### src/rtl/pong_pkg.sv
// Shared types and defaults for the Pong round controller.
// Consumers: pong_round_ctrl, pong_serve_timer.
package pong_pkg;

  typedef enum logic [2:0] {
    IDLE       = 3'd0,
    SERVE_WAIT = 3'd1,
    PLAY       = 3'd2,
    POINT      = 3'd3,
    OVER       = 3'd4
  } state_t;

  localparam logic SIDE_LEFT  = 1'b0;
  localparam logic SIDE_RIGHT = 1'b1;

  localparam int WIN_SCORE_DEF   = 7;
  localparam int SCORE_W_DEF     = 4;
  localparam int SERVE_DELAY_DEF = 60;
  localparam int DELAY_W_DEF     = 8;

endpackage

### src/rtl/pong_serve_timer.sv
// Serve hold-off down-counter; done fires on a qualified tick once the count is 0.
module pong_serve_timer
  import pong_pkg::*;
#(
  parameter int DELAY_W = DELAY_W_DEF
) (
  input  logic               clock,
  input  logic               reset,
  input  logic               load,
  input  logic [DELAY_W-1:0] load_val,
  input  logic               tick_en,
  output logic               done
);

  logic [DELAY_W-1:0] count;

  always_ff @(posedge clock) begin
    if (!reset) begin
      count <= '0;
    end else if (load) begin
      count <= load_val;
    end else if (tick_en && (count != '0)) begin
      count <= count - 1'b1;
    end
  end

  assign done = tick_en && (count == '0);

endmodule

### src/rtl/pong_round_ctrl.sv
// Pong match sequencer: serve hold-off, scoring, winner detection and pause.
// Optional macro PONG_DEUCE_EN: win needs a two-point lead (saturated score forces a result).
module pong_round_ctrl
  import pong_pkg::*;
#(
  parameter int WIN_SCORE   = WIN_SCORE_DEF,
  parameter int SCORE_W     = SCORE_W_DEF,
  parameter int SERVE_DELAY = SERVE_DELAY_DEF,
  parameter int DELAY_W     = DELAY_W_DEF
) (
  input  logic               clock,
  input  logic               reset,
  input  logic               enable,
  input  logic               tick,
  input  logic               miss_left,
  input  logic               miss_right,
  output logic [SCORE_W-1:0] score_left,
  output logic [SCORE_W-1:0] score_right,
  output logic               ball_hold,
  output logic               serve,
  output logic               serve_dir,
  output logic               game_over,
  output logic               winner
);

  localparam logic [SCORE_W-1:0] WIN_VAL   = WIN_SCORE[SCORE_W-1:0];
  localparam logic [DELAY_W-1:0] DELAY_VAL = SERVE_DELAY[DELAY_W-1:0];

  function automatic logic [SCORE_W-1:0] sat_inc(input logic [SCORE_W-1:0] s);
    return (s == '1) ? s : s + 1'b1;
  endfunction

  state_t             state, state_n;
  logic [SCORE_W-1:0] score_left_n, score_right_n;
  logic               ball_hold_n, serve_n, serve_dir_n, game_over_n, winner_n;
  logic               load, tick_en, timer_done;
  logic               win, win_side;

  pong_serve_timer #(.DELAY_W(DELAY_W)) u_timer (
    .clock    (clock),
    .reset    (reset),
    .load     (load),
    .load_val (DELAY_VAL),
    .tick_en  (tick_en),
    .done     (timer_done)
  );

`ifdef PONG_DEUCE_EN
  logic left_sat, right_sat, left_lead2, right_lead2;

  assign left_sat    = (score_left == '1);
  assign right_sat   = (score_right == '1);
  // One extra bit so the +2 never wraps near saturation.
  assign left_lead2  = {1'b0, score_left}  >= ({1'b0, score_right} + {{(SCORE_W-1){1'b0}}, 2'd2});
  assign right_lead2 = {1'b0, score_right} >= ({1'b0, score_left}  + {{(SCORE_W-1){1'b0}}, 2'd2});

  always_comb begin
    win      = 1'b0;
    win_side = SIDE_LEFT;
    if (left_sat || right_sat) begin
      win      = 1'b1;
      win_side = (score_right > score_left) ? SIDE_RIGHT : SIDE_LEFT;
    end else if ((score_left >= WIN_VAL) && left_lead2) begin
      win      = 1'b1;
      win_side = SIDE_LEFT;
    end else if ((score_right >= WIN_VAL) && right_lead2) begin
      win      = 1'b1;
      win_side = SIDE_RIGHT;
    end
  end
`else
  assign win      = (score_left >= WIN_VAL) || (score_right >= WIN_VAL);
  assign win_side = (score_right >= WIN_VAL) ? SIDE_RIGHT : SIDE_LEFT;
`endif

  always_comb begin
    state_n       = state;
    score_left_n  = score_left;
    score_right_n = score_right;
    ball_hold_n   = ball_hold;
    serve_n       = 1'b0;
    serve_dir_n   = serve_dir;
    game_over_n   = game_over;
    winner_n      = winner;
    load          = 1'b0;
    tick_en       = 1'b0;
    case (state)
      IDLE: begin
        ball_hold_n = 1'b1;
        if (enable) begin
          state_n = SERVE_WAIT;
          load    = 1'b1;
        end
      end
      SERVE_WAIT: begin
        ball_hold_n = 1'b1;
        tick_en     = enable && tick;
        if (timer_done) begin
          state_n     = PLAY;
          serve_n     = 1'b1;
          ball_hold_n = 1'b0;
        end
      end
      PLAY: begin
        if (enable && (miss_left || miss_right)) begin
          state_n     = POINT;
          ball_hold_n = 1'b1;
          // A simultaneous double miss is a replay: nobody scores.
          if (miss_left && !miss_right) begin
            score_right_n = sat_inc(score_right);
            serve_dir_n   = SIDE_LEFT;
          end else if (miss_right && !miss_left) begin
            score_left_n = sat_inc(score_left);
            serve_dir_n  = SIDE_RIGHT;
          end
        end
      end
      POINT: begin
        if (enable) begin
          if (win) begin
            state_n     = OVER;
            game_over_n = 1'b1;
            winner_n    = win_side;
          end else begin
            state_n = SERVE_WAIT;
            load    = 1'b1;
          end
        end
      end
      OVER: begin
        ball_hold_n = 1'b1;
      end
      default: begin
        state_n = IDLE;
      end
    endcase
  end

  always_ff @(posedge clock) begin
    if (!reset) begin
      state       <= IDLE;
      score_left  <= '0;
      score_right <= '0;
      ball_hold   <= 1'b1;
      serve       <= 1'b0;
      serve_dir   <= SIDE_LEFT;
      game_over   <= 1'b0;
      winner      <= SIDE_LEFT;
    end else begin
      state       <= state_n;
      score_left  <= score_left_n;
      score_right <= score_right_n;
      ball_hold   <= ball_hold_n;
      serve       <= serve_n;
      serve_dir   <= serve_dir_n;
      game_over   <= game_over_n;
      winner      <= winner_n;
    end
  end

endmodule

### config.mk
export PLATFORM = sky130hd
export DESIGN_NAME = pong_round_ctrl
export DESIGN_NICKNAME = d
export VERILOG_FILES = /design/src/rtl/pong_pkg.sv /design/src/rtl/pong_serve_timer.sv /design/src/rtl/pong_round_ctrl.sv
export SDC_FILE = /design/constraint.sdc
export NUM_CORES = 1
export LEC_CHECK = 0
export CAP_MARGIN = 40
export CORE_UTILIZATION = 40
export DETAILED_ROUTE_END_ITERATION = 12
export PLACE_DENSITY = 0.6
export SYNTH_ARGS = -nofsm -noshare
export SYNTH_HDL_FRONTEND = slang
export SYNTH_SLANG_ARGS = --single-unit
### constraint.sdc
create_clock -name clock -period 3.4 [get_ports clock]
set_input_delay 0.68 -clock clock [delete_from_list [all_inputs] [get_ports clock]]
set_output_delay 0.68 -clock clock [all_outputs]
set_load 0.03 [all_outputs]
==> results.toml, run 1 <==
[power_and_ir_drop]
part_of_the_power_in_the_clock_network_pct = 23.0
internal-power_w = 0.000449
power.combinational.fraction_pct = 25.7
power.share.switching_pct = 31.3
pwr-share-seq_pct = 51.3
worst_ir_drop_vdd_mv = 0.160
final_power_w = 0.000654
leakage_nw = 0.536
p_switching_w = 0.000205
power-per-cell-area_mw_per_mm2 = 433

[cts]
post_cts_resize_count = 0
root_buffer = "clkbuf_4"
cts.clk_slew.worst_paths_ps = 130
cts_setup_buffers = 0
insertion_delay_ps = 310
number_of_levels_in_the_clock_h_tree = 1
tritoncts_clock_tree = "done"
cts_max_path_bufs = 2
tritoncts.num_buffers = 3
numClockSinks = 24
cts-hold-fix-buffers = 0

[route]
remaining_drc_errors = 0
detailedRoute.firstIterationViolations = 25
vias_per_cell = 5.28
detail_route.wl_per_cell_um = 12.7
firstDrtPassIters = 4
finalWirelength_um = 2640
num_vias = 1099
ant_nets = 0

[synthesis]
yosys.area.top_type_share_pct = 38.0
synth_cell_type_count = 42
yosys_synthesis_warning_count = 0
syn_avg_cell_area_um2 = 8.61
synth-edff-count = 0
synth_top_cell_by_area = "dfxtp_1"
synth_common_cells = "dfxtp_1 (24), a21oi_1 (13), nor2_1 (12)"
synth.most_common_cell = "dfxtp_1"
mappedNetlistArea_mm2 = 0.00126
synth_async_sr_flop_share_pct = 0
synth_top_cells_by_area = "dfxtp_1 (38%), ha_1 (6.9%), a21oi_1 (5.1%)"
syn-instance-count = 147
postSynthRegisterBits = 24
synth_fp_nets = 160
synth_sequential_area_ratio_pct = 38.0
yosys_most_used_dff = "dfxtp_1"

[place]
place.port_buffers = 18
dp_hpwl_um = 1920
gp_congestion = 0.797

[grt]
grt.busiest_layer = "met2"
via_count_of_the_first_global_routing_pass = 1062
number_of_antenna_violations_at_the_first_check_in_global_routing = 0
grt_pass1_wl_um = 4830
groute.usage.overall_pct = 18.4
gr-usage-met1_pct = 24.1
met3_usage_grt_pct = 2.23
grt_use_met2_pct = 30.0
grt_start_max_net_pins = 19
grt_remaining_overflow = 0

[timing]
fin_skew_ps = 1.66
least_margin_pin_slew_ps = 763
timing.setup.tns_ps = 0
slew_viol_final = 0
finalCritPeriodShare_pct = 72.8
max_slew_margin_pct = 48.7
fmax_ghz = 0.404
period_needed_ps = 2470
final-setup-viol-count = 0
final_hold_violation_count = 0
rsz0062_at_grt = "no"

[worst_setup_path]
timing.reg2reg.worst_path_depth = 4
critPathArrivalTime_ps = 2710
worst-setup-path-type = "in -> reg"
cp_cell_sequence = "clkdlybuf4s50_1 -> inv_1 -> ha_1 -> nor4b_2 -> nand4_1 -> or3_1 -> a21oi_1"
r2r_setup_slack_ps = 1270
reg2reg_from = "state[0]$_SDFFE_PN0P_"
critPathTopFamily = "simple AND/OR/NAND/NOR gates"
combined_buffer_and_inverter_count_along_the_critical_path = 2
critPathSlowestCell = "clkdlybuf4s50_1"
crit_path_max_fanout = 6
crit-reg2reg-capture = "u_timer.count[5]$_SDFFE_PN0P_"
slowest_delay_ps = 490
crit_required_ps = 3640
critical_path.endpoint_type = "flop"
critical_path_startpoint_category = "input port"

[die]
initial_cell_density_of_the_core_pct = 41.8
num_rows = 20
num_io_pins = 19
die_area_mm2 = 0.00339
design.core.area_mm2 = 0.00303
floorplan.die.width_um = 58.2
dieHeight_um = 58.2

[hold_path]
worst_hold_startpoint = "game_over$_SDFFE_PN0P_"
min_delay_worst_endpoint = "game_over$_SDFFE_PN0P_"
worstHoldPathType = "reg -> reg"
hold-path-cell-count = 2

[flow_run]
max-cap-violations = 0

[cells_and_area]
area.growth.synth_to_final_pct = 19.4
finalNetCount = 178
post-route-util_pct = 49.9
diodes = 0
layout-drive-gt1-share_pct = 6.71

[status]
outcome = "finished clean"
==> metrics by stage <==
stage                     hold WS, ps  setup slack [ps]  instances  area (um^2)
after floorplan                   452              1330        147         1260
after global placement            453               684        204         1470
after detailed placement          475               595        204         1470
after CTS                         502               935        208         1510
after global routing              525               779        208         1510
final                             502               926        208         1510
==> sequential cells by signal (all words and copies together), names as in the netlist <==
signal / cells
u_timer.count: 8
score_left: 4
score_right: 4
state: 3
ball_hold: 1
game_over: 1
serve: 1
serve_dir: 1
winner: 1
==> metal layers <==
| metal | vias to the layer above | wire, um | share of wire [%] |
|---|---|---|---|
| met3 | 4 | 61 | 2.3 |
| met1 | 516 | 1240 | 47 |
| met4 | 0 | 28 | 1.1 |
| met2 | 13 | 1300 | 49 |
| met5 | - | 0 | 0 |
| li1 | 566 | - | - |
==> area by class of cell <==
type,count,area (um^2)
Timing Repair Buffer,18,180
Clock buffer,4,36.3
Multi-Input combinational cell,108,721
Fill cell,307,1520
Tap cell,44,55.1
Sequential cell,24,480
Inverter,10,37.5
==> logic make-up after synthesis <==
| group | Yosys count | synth area share [%] |
|---|---|---|
| AO/OA/AOI/OAI | 39 | 19.4 |
| AND/OR/NAND/NOR | 55 | 25.5 |
| adder cells (fa/ha/maj) | 7 | 6.92 |
| multiplexers | 3 | 2.37 |
| flip-flops | 24 | 38.0 |
| buffers and inverters | 15 | 5.04 |
| XOR/XNOR | 4 | 2.77 |
==> layout by cell type, fill, tap and decap left out, types with 5 or more instances in the layout <==
| cell type | Yosys | layout |
|---|---|---|
| clkdlybuf4s50_1 | 0 | 18 |
| ha_1 | 7 | 7 |
| nor2_1 | 12 | 12 |
| a21oi_1 | 13 | 13 |
| o21ai_0 | 7 | 7 |
| or3_1 | 5 | 5 |
| nand3_1 | 7 | 7 |
| nand2_1 | 6 | 6 |
| inv_1 | 9 | 9 |
| dfxtp_1 | 24 | 24 |
==> power groups by stage <==
stage / Combinational, W / Sequential [W] / Clock, W
detailed placement: 0.000166 / 0.000341 / 0
floorplan: 0.000145 / 0.000325 / 0
finish: 0.000168 / 0.000335 / 0.000150
global placement: 0.000162 / 0.000342 / 0
global route: 0.000190 / 0.000340 / 0.000174
CTS: 0.000167 / 0.000335 / 0.000162
==> worst max-delay path by stage <==
stage | startpoint | endpoint | slack, ps | cells after the start
3_3_place_gp | miss_left | score_left[3]$_SDFFE_PN0P_ | 680 | 7
5_1_grt | miss_right | score_right[3]$_SDFFE_PN0P_ | 780 | 7
3_5_place_dp | miss_left | score_right[3]$_SDFFE_PN0P_ | 600 | 7
4_1_cts | miss_left | score_right[3]$_SDFFE_PN0P_ | 930 | 7
6_report | miss_left | score_right[3]$_SDFFE_PN0P_ | 930 | 7
2_1_floorplan | enable | u_timer.count[7]$_SDFFE_PP0P_ | 1330 | 5
==> tightest hold or removal path: cells and delay by family, from the launching register on <==
kind / cells / cell delay (ps)
AND/OR/NAND/NOR: 2 / 120
flip-flops: 1 / 360
Note: power is estimated with default switching activity, not from simulation.
==> inputs of run 2 (changes only) <==
- PLACE_DENSITY: 0.6 -> 0.62
- clock period: 3.4 -> 2 ns (I/O delays scaled with it)
==> run 2 against run 1 <==
Effect of this change: critical path depth is 6 lower; sequential share of layout area down 3.1 points; worst setup slack worse by 800 ps; register-to-register slack got worse by 1100 ps; largest power group unchanged.
==> results.toml, run 2 (synthesis results as in run 1) <==
[worst_setup_path]
reg2reg_from = "u_timer.count[0]$_SDFFE_PP0P_"
cp_cell_sequence = "clkdlybuf4s50_1"
cp.depth = 1
critical_path.endpoint_type = "output port"
r2r_setup_slack_ps = 160
worst_setup_path_endpoint = "score_right[2]"
critPathArrivalTime_ps = 1470
cp-startpoint = "score_right[2]$_SDFFE_PN0P_"
crit_path_max_fanout = 6
critical_path_startpoint_category = "flop"
crit_required_ps = 1600
critPathSlowestCell = "clkdlybuf4s50_1"
combined_buffer_and_inverter_count_along_the_critical_path = 1
crit-reg2reg-capture = "u_timer.count[7]$_SDFFE_PP0P_"
timing.reg2reg.worst_path_depth = 6
worst-setup-path-type = "reg -> out"
slowest_delay_ps = 710
critPathTopFamily = "buffers and inverters"

[cts]
cts.clk_slew.worst_paths_ps = 140
tritoncts_clock_tree = "done"
numClockSinks = 24
number_of_levels_in_the_clock_h_tree = 1
post_cts_resize_count = 0
cts_max_path_bufs = 2
tritoncts.num_buffers = 3
cts_setup_buffers = 0
insertion_delay_ps = 320
cts-hold-fix-buffers = 0
root_buffer = "clkbuf_4"

[timing]
final_hold_violation_count = 0
fmax_ghz = 0.534
period_needed_ps = 1870
rsz0062_at_grt = "no"
finalCritPeriodShare_pct = 93.7
final-setup-viol-count = 0
least_margin_pin_slew_ps = 453
holdWs_ps = 490
max_slew_margin_pct = 69.7
slew_viol_final = 0
fin_skew_ps = 4.32

[place]
gp_congestion = 0.830
placement.cell_area_mm2 = 0.00161
place.port_buffers = 18
dp_hpwl_um = 1990
placed_cells_incl_taps = 222

[power_and_ir_drop]
leakage_nw = 0.638
part_of_the_power_in_the_clock_network_pct = 28.3
pwr-share-seq_pct = 42.8
power.share.switching_pct = 28.8
internal-power_w = 0.000900
power.combinational.fraction_pct = 28.8
power-per-cell-area_mw_per_mm2 = 757
p_switching_w = 0.000365
worst_ir_drop_vdd_mv = 0.343

[route]
remaining_drc_errors = 0
ant_nets = 0
finalWirelength_um = 2650
num_vias = 1169
detailedRoute.firstIterationViolations = 40
vias_per_cell = 5.17
detail_route.wl_per_cell_um = 11.7
firstDrtPassIters = 4

[grt]
grt_pass1_wl_um = 4800
number_of_antenna_violations_at_the_first_check_in_global_routing = 0
grt_remaining_overflow = 0
grt_start_max_net_pins = 18
via_count_of_the_first_global_routing_pass = 1143
groute.usage.overall_pct = 18.1

[die]
num_rows = 20
die_area_mm2 = 0.00339
floorplan.die.width_um = 58.2
design.core.area_mm2 = 0.00303
dieHeight_um = 58.2
initial_cell_density_of_the_core_pct = 41.8
num_io_pins = 19

[status]
outcome = "finished clean"

[cells_and_area]
number_of_flip_flops_under_the_largest_register_name = 8
area.growth.synth_to_final_pct = 32.0
most-common-layout-cells = "dfxtp_1 (24), clkdlybuf4s50_1 (18), buf_4 (18)"
mostFrequentLayoutCell = "dfxtp_1"
n_fill_cell = 282
post-route-util_pct = 55.2
diodes = 0
top_regs = "u_timer.count (8), score_left (4), score_right (4)"
max_flop_register = "u_timer.count"
final-instance-count-excl-fill = 226
finalNetCount = 196
finalInstanceArea_mm2 = 0.00167
layout-drive-gt1-share_pct = 15.9

[flow_run]
max-cap-violations = 0

[hold_path]
worstHoldPathType = "reg -> reg"
==> run 2: cell types whose count changed in the layout (fill, tap and decap cells not counted), sizes merged <==
cell	change
buf	+18
bufinv	+1
clkbuf	-1
==> run 2: worst min path at each step <==
stage,slack (ps),startpoint,depth (start not counted),to
6_report,490,game_over$_SDFFE_PN0P_,2,game_over$_SDFFE_PN0P_
5_1_grt,530,u_timer.count[7]$_SDFFE_PP0P_,2,u_timer.count[7]$_SDFFE_PP0P_
4_1_cts,490,game_over$_SDFFE_PN0P_,2,game_over$_SDFFE_PN0P_
3_5_place_dp,460,game_over$_SDFFE_PN0P_,2,game_over$_SDFFE_PN0P_
3_3_place_gp,450,game_over$_SDFFE_PN0P_,2,game_over$_SDFFE_PN0P_
2_1_floorplan,450,u_timer.count[7]$_SDFFE_PP0P_,2,u_timer.count[7]$_SDFFE_PP0P_
==> run 2: per-layer routing <==
metal  track usage, %  vias to the layer above  share of wire [%]
li1                 -                      603                  -
met1             21.9                      543                 47
met3             2.46                        2                3.9
met2             32.0                       21                 49
met5                0                        -                  0
met4             7.14                        0               0.60
==> run 2: final cells by class <==
type                       instances  area, um^2  area share [%]
tap                               44        55.1            3.30
inverter                          10        37.5            2.25
multi-input combinational        108         729            43.7
clock inverter                     1        30.0            1.80
timing repair buffer              36         315            18.9
sequential                        24         480            28.8
clock buffer                       3        22.5            1.35
==> run 2: through the flow <==
stage | TNS (ps) | worst slack [ps] | power, W
finish | 0 | 127 | 0.00126
global route | 0 | 19.3 | 0.00135
CTS | 0 | 87.4 | 0.00127
detailed placement | -2020 | -246 | 0.000909
global placement | -1610 | -220 | 0.000906
floorplan | 0 | 159 | 0.000799
==> run 2: power groups by stage <==
stage / Clock (W) / Sequential [W] / Combinational, W
final: 0.000359 / 0.000542 / 0.000364
after global routing: 0.000387 / 0.000550 / 0.000410
after CTS: 0.000368 / 0.000542 / 0.000360
after detailed placement: 0 / 0.000553 / 0.000356
after global placement: 0 / 0.000552 / 0.000354
after floorplan: 0 / 0.000553 / 0.000246
==> inputs of run 3 (changes only) <==
- CORE_UTILIZATION: 40 -> 47
- PLACE_DENSITY: 0.62 -> 0.72
==> run 3 against run 2 <==
Effect of this change: combinational power increased by 7.1%; worst setup slack got worse by 71 ps; first-iteration DRC count is 43% lower.
==> results.toml, run 3 (synthesis results as in run 1) <==
[status]
outcome = "finished clean"

[die]
num_io_pins = 19
initial_cell_density_of_the_core_pct = 50.6
design.core.area_mm2 = 0.00250
num_rows = 18
dieHeight_um = 53.9
floorplan.die.width_um = 53.9
die_area_mm2 = 0.00290

[worst_setup_path]
critical_path.endpoint_type = "flop"
crit_required_ps = 2210
crit_path_max_fanout = 4
critPathSlowestCell = "clkdlybuf4s50_1"
combined_buffer_and_inverter_count_along_the_critical_path = 3
critPathTopFamily = "buffers and inverters"
critPathArrivalTime_ps = 2150
worst-setup-path-type = "in -> reg"
critical_path_startpoint_category = "input port"
cp_cell_sequence = "clkdlybuf4s50_1 -> inv_1 -> ha_2 -> nor4b_4 -> nand4_1 -> buf_4 -> o21ai_0 -> a21oi_1"
slowest_delay_ps = 490

[power_and_ir_drop]
internal-power_w = 0.000819
p_switching_w = 0.000375
power-per-cell-area_mw_per_mm2 = 720
power.share.switching_pct = 31.4
pwr-share-seq_pct = 45.6
leakage_nw = 0.638
worst_ir_drop_vdd_mv = 0.466
power.combinational.fraction_pct = 32.7
part_of_the_power_in_the_clock_network_pct = 21.7
final_power_w = 0.00119

[place]
gp_congestion = 0.799
placement.cell_area_mm2 = 0.00160
place.port_buffers = 18
dp_hpwl_um = 2150

[timing]
finalCritPeriodShare_pct = 97.2
fmax_ghz = 0.514
fin_skew_ps = 3.72
period_needed_ps = 1940
final-setup-viol-count = 0
max_slew_margin_pct = 69.9
slew_viol_final = 0
timing.setup.tns_ps = 0
least_margin_pin_slew_ps = 451
final_hold_violation_count = 0
holdWs_ps = 490

[route]
met1_length_um = 1380
dr_wl_met2_um = 1410
num_vias = 1218
detailedRoute.firstIterationViolations = 23
finalWirelength_um = 2920
detail_route.wl_per_cell_um = 13.7
met3_length_um = 99
ant_nets = 0
vias_per_cell = 5.69
remaining_drc_errors = 0
firstDrtPassIters = 4
highest-signal-layer = "met4"

[grt]
grt_start_max_net_pins = 18
groute.usage.overall_pct = 21.6
number_of_antenna_violations_at_the_first_check_in_global_routing = 0
grt_pass1_wl_um = 4570
via_count_of_the_first_global_routing_pass = 1137
grt_remaining_overflow = 0

[cells_and_area]
finalNetCount = 198
layout-drive-gt1-share_pct = 17.9
area.growth.synth_to_final_pct = 31.1
number_of_flip_flops_under_the_largest_register_name = 8
max_flop_register = "u_timer.count"
finalInstanceArea_mm2 = 0.00166
mostFrequentLayoutCell = "dfxtp_1"
n_fill_cell = 208
most-common-layout-cells = "dfxtp_1 (24), buf_4 (20), clkdlybuf4s50_1 (18)"
post-route-util_pct = 66.3
top_regs = "u_timer.count (8), score_left (4), score_right (4)"
diodes = 0

[cts]
number_of_levels_in_the_clock_h_tree = 1
numClockSinks = 24
cts-hold-fix-buffers = 0
tritoncts_clock_tree = "done"
cts.clk_slew.worst_paths_ps = 130
tritoncts.num_buffers = 3
insertion_delay_ps = 310
root_buffer = "clkbuf_4"
cts_max_path_bufs = 2

[flow_run]
max-cap-violations = 0

[hold_path]
worstHoldPathType = "reg -> reg"
## run 3: path summary, 6_finish.rpt
path                                 start                       endpoint  slack, ps  cells after the start
max                              miss_left    score_right[2]$_SDFFE_PN0P_         60                      8
min          u_timer.count[7]$_SDFFE_PP0P_  u_timer.count[7]$_SDFFE_PP0P_        490                      2
max reg2reg          state[0]$_SDFFE_PN0P_  u_timer.count[5]$_SDFFE_PN0P_        170                      4
min reg2reg  u_timer.count[7]$_SDFFE_PP0P_  u_timer.count[7]$_SDFFE_PP0P_        490                      2
## run 3: worst register-to-register path: cells and delay by family, from the launching register on
kind,cells,cell delay [ps]
AOI/OAI and AO/OA,1,170
DFF,1,360
and+or+nand+nor,3,1240
## run 3: layout make-up
class	count	area [um^2]	share of cell area (%)
Multi-Input combinational cell	108	736	44.4
Tap cell	30	37.5	2.26
Timing Repair Buffer	38	330	19.9
Inverter	10	37.5	2.26
Clock buffer	4	36.3	2.19
Sequential cell	24	480	29.0
## run 3: power groups by stage
stage / clock network, W / registers (W) / logic (W)
2_1_floorplan: 0 / 0.000553 / 0.000246
6_report: 0.000259 / 0.000545 / 0.000390
5_1_grt: 0.000282 / 0.000549 / 0.000427
4_1_cts: 0.000265 / 0.000543 / 0.000379
3_3_place_gp: 0 / 0.000552 / 0.000354
3_5_place_dp: 0 / 0.000554 / 0.000368
## run 3: metrics by stage
stage               std cells  setup WS (ps)
floorplan                 147            159
global placement          209           -220
detailed placement        209           -383
CTS                       213           29.8
global route              214          -10.1
finish                    214           55.7
## run 3: what timing repair did
| item | in CTS | in global routing |
|---|---|---|
| gates cloned | 0 | 0 |
| setup buffers | 0 | 1 |
| pin swaps | 0 | 5 |
| resized for setup | 1 | 3 |
| endpoints found under the setup margin | 4 | 2 |
## run 3: layer usage
metal / track usage (%) / up-vias
li1: - / 607
met1: 25.3 / 582
met2: 39.9 / 25
met3: 2.82 / 4
met4: 6.58 / 0
met5: 0 / -
